==> src/rtl/string_print_engine.sv <==
// print_string syscall engine: owns the data-memory port while walking a
// NUL-terminated string and streams its bytes to a console over valid/ready.
module string_print_engine #(
   parameter int unsigned MAX_LEN = 1024,
   parameter logic [31:0] MEM_LO  = 32'h7FFF_FBFC,
   parameter logic [31:0] MEM_HI  = 32'h7FFF_FFFF
) (
   input  logic        clk,
   input  logic        reset,
   input  logic        start,
   input  logic [31:0] str_addr,
   output logic        busy,
   output logic        done,
   output logic        error,
   input  logic [31:0] cpu_mem_addr,
   input  logic        cpu_mem_read,
   input  logic        cpu_mem_write,
   input  logic [31:0] cpu_write_data,
   input  logic [1:0]  cpu_size,
   output logic [31:0] cpu_read_data,
   output logic [31:0] mem_addr,
   output logic        mem_read,
   output logic        mem_write,
   output logic [31:0] mem_write_data,
   output logic [1:0]  mem_size,
   input  logic [31:0] mem_read_data,
   output logic [7:0]  char_data,
   output logic        char_valid,
   input  logic        char_ready
);

   typedef enum logic [1:0] {IDLE, FETCH, EMIT, FINISH} state_e;

   state_e      state_q;
   logic [31:0] ptr_q, count_q, word_q;
   logic        error_q;
   logic [32:0] ptr_d;
   logic [31:0] count_d;
   logic [7:0]  byte_sel;

   // One extra bit on the pointer increment so a wrap past 2^32 still trips MEM_HI.
   assign ptr_d    = {1'b0, ptr_q} + 33'd1;
   assign count_d  = count_q + 32'd1;
   assign byte_sel = word_q[{ptr_q[1:0], 3'b000} +: 8];

   always_ff @(posedge clk or posedge reset) begin
      if (reset) begin
         state_q <= IDLE;
         ptr_q   <= '0;
         count_q <= '0;
         word_q  <= '0;
         error_q <= 1'b0;
      end else begin
         case (state_q)
            IDLE: if (start) begin
               ptr_q   <= str_addr;
               count_q <= '0;
               if (str_addr < MEM_LO || str_addr > MEM_HI) begin
                  error_q <= 1'b1;
                  state_q <= FINISH;
               end else begin
                  error_q <= 1'b0;
                  state_q <= FETCH;
               end
            end
            FETCH: begin
               word_q  <= mem_read_data;
               state_q <= EMIT;
            end
            EMIT: if (byte_sel == 8'd0) begin
               state_q <= FINISH;
            end else if (char_ready) begin
               ptr_q   <= ptr_d[31:0];
               count_q <= count_d;
               if (count_d == 32'(MAX_LEN) || ptr_d > {1'b0, MEM_HI}) begin
                  error_q <= 1'b1;
                  state_q <= FINISH;
               end else if (ptr_q[1:0] == 2'd3) begin
                  state_q <= FETCH;
               end
            end
            FINISH: state_q <= IDLE;
            default: state_q <= IDLE;
         endcase
      end
   end

   assign busy          = (state_q != IDLE);
   assign done          = (state_q == FINISH);
   assign error         = error_q;
   assign char_valid    = (state_q == EMIT) && (byte_sel != 8'd0);
   assign char_data     = char_valid ? byte_sel : 8'd0;
   assign cpu_read_data = mem_read_data;

   // CPU owns the port only while idle; the engine issues word reads only.
   always_comb begin
      mem_addr       = cpu_mem_addr;
      mem_read       = cpu_mem_read;
      mem_write      = cpu_mem_write;
      mem_write_data = cpu_write_data;
      mem_size       = cpu_size;
      if (state_q != IDLE) begin
         mem_addr       = {ptr_q[31:2], 2'b00};
         mem_read       = (state_q == FETCH);
         mem_write      = 1'b0;
         mem_write_data = '0;
         mem_size       = 2'd0;
      end
   end

endmodule

==> config.mk <==
export PLATFORM = sky130hd
export DESIGN_NAME = string_print_engine
export DESIGN_NICKNAME = d
export VERILOG_FILES = /design/src/rtl/string_print_engine.sv
export SDC_FILE = /design/constraint.sdc
export NUM_CORES = 1
export LEC_CHECK = 0
export ABC_AREA = 1
export CORE_MARGIN = 1
export CORE_UTILIZATION = 30
export DETAILED_ROUTE_END_ITERATION = 8
export PLACE_DENSITY = 0.56
export SLEW_MARGIN = 20
export SYNTH_ARGS = -nofsm -noshare
export SYNTH_HDL_FRONTEND = slang
export SYNTH_SLANG_ARGS = --single-unit
export TNS_END_PERCENT = 30
==> constraint.sdc <==
create_clock -name clk -period 4.2 [get_ports clk]
set_input_delay 0.63 -clock clk [delete_from_list [all_inputs] [get_ports clk]]
set_output_delay 0.63 -clock clk [all_outputs]
set_load 0.01 [all_outputs]
* Word-level counts from Yosys, hierarchy flattened *
Cells that the tools add are included.

storage, ports and cells
  register bits = 99
  input port bits = 136
  output and inout bits = 112
  logic and storage cells = 60

operators by class
  $add $sub $neg = 2
  magnitude comparators = 3
  eq/ne operators = 11
  shift-type cells = 1
  mux-type cells = 27
  reduce and logical (&&, ||, !) cells = 11

operators with widths
  cell                     number
  $mux W32                 8
  $pmux W32 S2             2
  $add A32 B1 Y33 const B  1
  $gt A33 B31 Y1 const B   1
  $add A32 B1 Y32 const B  1
  $eq A32 B11 Y1 const B   1
  $gt A32 B31 Y1 const B   1
  $lt A32 B31 Y1 const B   1
  $shiftx A32 B6 Y8        1
  $mux W2                  7
  $logic_not A8 Y1         1
  $mux W8                  1
  $ne A2 B2 Y1 const B     4
  $pmux W2 S4              1
  $reduce_bool A8 Y1       1
  $mux W1                  7
  $eq A2 B2 Y1 const B     3
  $reduce_and A5 Y1        1
  $ne A4 B4 Y1 const B     1
  $reduce_and A4 Y1        1
  $reduce_bool A2 Y1       2
  $ne A3 B3 Y1 const B     1
  $reduce_and A3 Y1        1
  $eq A2 B1 Y1 const B     1
  other kinds (4)          5

* Depth between registers and ports, before layout *
  depth in word-level cells = 7
  mapped depth = 19
  depth with buffers taken out = 19

* Worst setup path after synthesis *
Ideal clock, no wire load.

  path kind = reg2out
  start = register ptr_q[0]
  end = output port char_data[0]
  arrival = 1.522 ns
  data required time = 3.570 ns
  slack = 2.048 ns
  stages on the path, launching flop included = 11
  buffers on the path = 2
  path through = dfrtp_1 inv_2 buf_4 nand2_1 a32o_1 nand2_1 nor2_1 nand2_1 nand2_1 buf_2 nor2_1

on the way
  cells in the longest elaborated chain, start to end = 4

ends and longest elaborated chain
  element                 line  source
  start, declared         35    logic [31:0] ptr_q, count_q, word_q;
  start signal, assigned  56    ptr_q <= str_addr;
  start signal, assigned  73    ptr_q <= ptr_d[31:0];
  $shiftx A32 B6 Y8 (*)   44    assign byte_sel = word_q[{ptr_q[1:0], 3'b000} +: 8];
  $reduce_bool A8 Y1      91    assign char_valid = (state_q == EMIT) && (byte_sel != 8'd0);
  $logic_and A1 B1 Y1     91
  $mux W8 (*)             92    assign char_data = char_valid ? byte_sel : 8'd0;
  end, declared           27    output logic [7:0] char_data,

Mark *: on every way between the ends. The rest lies on a longest branch, timed or not.

* Final worst setup path *
  start = register ptr_q[0]
  end = output port char_data[3]

Same word-level chain as after synthesis.

==> results.ini <==
[outcome]
outcome = finished, final reports clean

[finish]
final_util_pct = 41.7
area_growth_pct = 37.0
layout-drive-gt1-share_pct = 7.15
diodes = 0
fillers = 2674
layout.nets = 1505
design_area_um2 = 10500

[job]
drv_cap = 0

[floorplanning]
core_area_um2 = 25100
die_height_um = 162
boundaryPins = 248
die_area_um2 = 26100
die_w_um = 162
initial_core_util_pct = 30.5
fp-row-count = 58

[yosys]
synth_nets = 1310
synth.largest_area_cell = dfrtp_1
synth_edf_count = 0
synthTopCellsByCount = nand2_1 (349), nor2_1 (172), inv_1 (137), dfrtp_1 (99), o21ai_0 (83)
synth_area_leaders = dfrtp_1 (32%), nand2_1 (17%), nor2_1 (8.4%)
async_reset_ff_share_pct = 100
synth.top_cell.area_share_pct = 32.4
synth_warnings = 0
postSynthCellCount = 1170
synth.avg_cell_area_um2 = 6.54
synthesis.area_um2 = 7650
yosysMostFrequentCell = nand2_1
yosysUniqueCellTypes = 37
ys_seq_elements = 99
synth-seq-area-share_pct = 32.4
synthFlopType = dfrtp_1

[clocking]
cts-buffers-inserted = 9
cts_resized = 0
holdBufCountCts = 0
post_cts_buffers = 0
clk_latency_ns = 0.38
cts_tree = built
cts_max_path_buffers = 2
htree_num_levels = 3
cts.sinks = 99
clk_pin_slew_ns = 0.10
clockRootBuffer = clkbuf_16

[routing]
vias_per_cell = 4.73
drtIter0Drc = 453
drt-total-wl_um = 26000
vias = 8038
wl_per_cell_um = 15.3
drtPass1Iterations = 6
antenna_left = 0
route.detailed.drc = 0

[timing]
max_freq_mhz = 284
final_hold_viol_count = 0
worst_pin_slew_ns = 0.851
fin_skew_ns = 0.0216
setup_viol_count_final = 0
rsz0062_at_grt = no
drv_slew = 0
tns_ns = 0
slew_headroom_pct = 43.2
fin_crit_sh_pct = 83.8
layout_min_cycle_time_ns = 3.52

[pwr]
p_leak_nw = 4.42
peakVddDrop_v = 0.000323
power_mw = 6.08
power_density_nw_per_um2 = 581

[placed_design]
dpl_cell_area_um2 = 10200
gp_congestion = 0.947
port_buffers = 247
hpwl_um = 20400

[worst_setup_path]
rr_worst_depth = 14
path_class = reg -> out
critPathLaunchType = register
end_kind = primary output
crit_required_ns = 3.57
worstPathMaxFanout = 21
worst_ep_arrival_time_ns = 2.89

[min_path]
min_path_cells = 1
min_path_type = reg -> reg

[global_routing]
grt_pass1_vias = 7467
grt_pass1_wl_um = 40800
grt_max_degree = 64
grt-ovfl-total = 0
track_usage_pct = 20.0
antenna_found_initial = 0

[final timing paths]
path	startpoint	endpoint	slack [ns]
setup / recovery	ptr_q[0]	char_data[3]	0.68
min in group asynchronous	reset	word_q[12]	0.77
hold reg to reg	word_q[13]	word_q[13]	0.51
max in group asynchronous	reset	ptr_q[7]	2.61
hold / removal	word_q[13]	word_q[13]	0.51
setup reg to reg	ptr_q[0]	ptr_q[18]	1.12
[registers in the layout, indices dropped and copies added, names as in the netlist]
| register | cells |
|---|---|
| count_q | 32 |
| state_q | 2 |
| error | 1 |
| ptr_q | 32 |
| word_q | 32 |
[critical path, cell delays in order, from the launching register on]
cell and delay (ns):
dfrtp_1 0.37, buf_4 0.20, inv_2 0.29, nand2_1 0.10, a32o_1 0.25, nand2_1 0.07
nor2_1 0.05, nand2_1 0.10, nand2_1 0.27, nor2_1 0.23, clkdlybuf4s50_1 0.57
[cells by family after synthesis]
group	share of synthesized area, %
fa+ha+maj	0.654
mux	4.71
compound gates	11.8
simple gates	36.5
xor+xnor	0.916
flops	32.4
buf+inv	13.0
[metrics by stage]
step / worst slack [ns] / hold WS (ns) / instances
2_1_floorplan: 0.980 / 0.479 / 1170
3_3_place_gp: 1.15 / 0.498 / 1684
3_5_place_dp: 1.13 / 0.495 / 1684
4_1_cts: 0.697 / 0.516 / 1700
5_1_grt: 0.493 / 0.533 / 1700
6_report: 0.679 / 0.513 / 1700
[placed cells by master (no fill, tap or decap), types with 5 or more instances in the layout]
| master | count |
|---|---|
| clkdlybuf4s50_1 | 247 |
| nand2_1 | 349 |
| o31ai_1 | 5 |
| mux2_2 | 32 |
| inv_1 | 136 |
| nor3_1 | 6 |
| buf_4 | 8 |
| nor2_1 | 170 |
| dfrtp_1 | 99 |
| nand3_1 | 78 |
| nor2_4 | 8 |
| nor2_2 | 10 |
| o21ai_1 | 7 |
| nand2_2 | 10 |
| o211ai_1 | 26 |
| nand4_1 | 15 |
| a32o_1 | 8 |
| o21ai_0 | 83 |
| a21oi_1 | 10 |
| o22ai_1 | 12 |
| clkbuf_16 | 9 |
| xor2_1 | 8 |
[where the power goes]
| part | switching, mW | internal (mW) |
|---|---|---|
| Combinational | 1.99 | 1.56 |
| Sequential | 0.337 | 1.30 |
| Clock | 0.467 | 0.432 |
| Total | 2.79 | 3.29 |
[per-layer routing]
layer  global-route usage, %  vias to the layer above  wire (µm)
met5                       0                        -          0
met4                    6.43                        0        639
met3                    3.04                       31       1340
met2                    32.4                      238      11900
met1                    27.1                     3643      12100
li1                        -                     4126          -
[final cells by class]
| cell class | count | area (µm²) | area share [%] |
|---|---|---|---|
| multi-input combinational | 857 | 4200 | 40.0 |
| clock inverter | 7 | 93.8 | 0.896 |
| clock buffer | 9 | 225 | 2.15 |
| inverter | 143 | 542 | 5.17 |
| sequential | 99 | 2480 | 23.6 |
| tap | 330 | 413 | 3.94 |
| timing repair buffer | 255 | 2530 | 24.2 |
(Power assumes the default switching activity.)
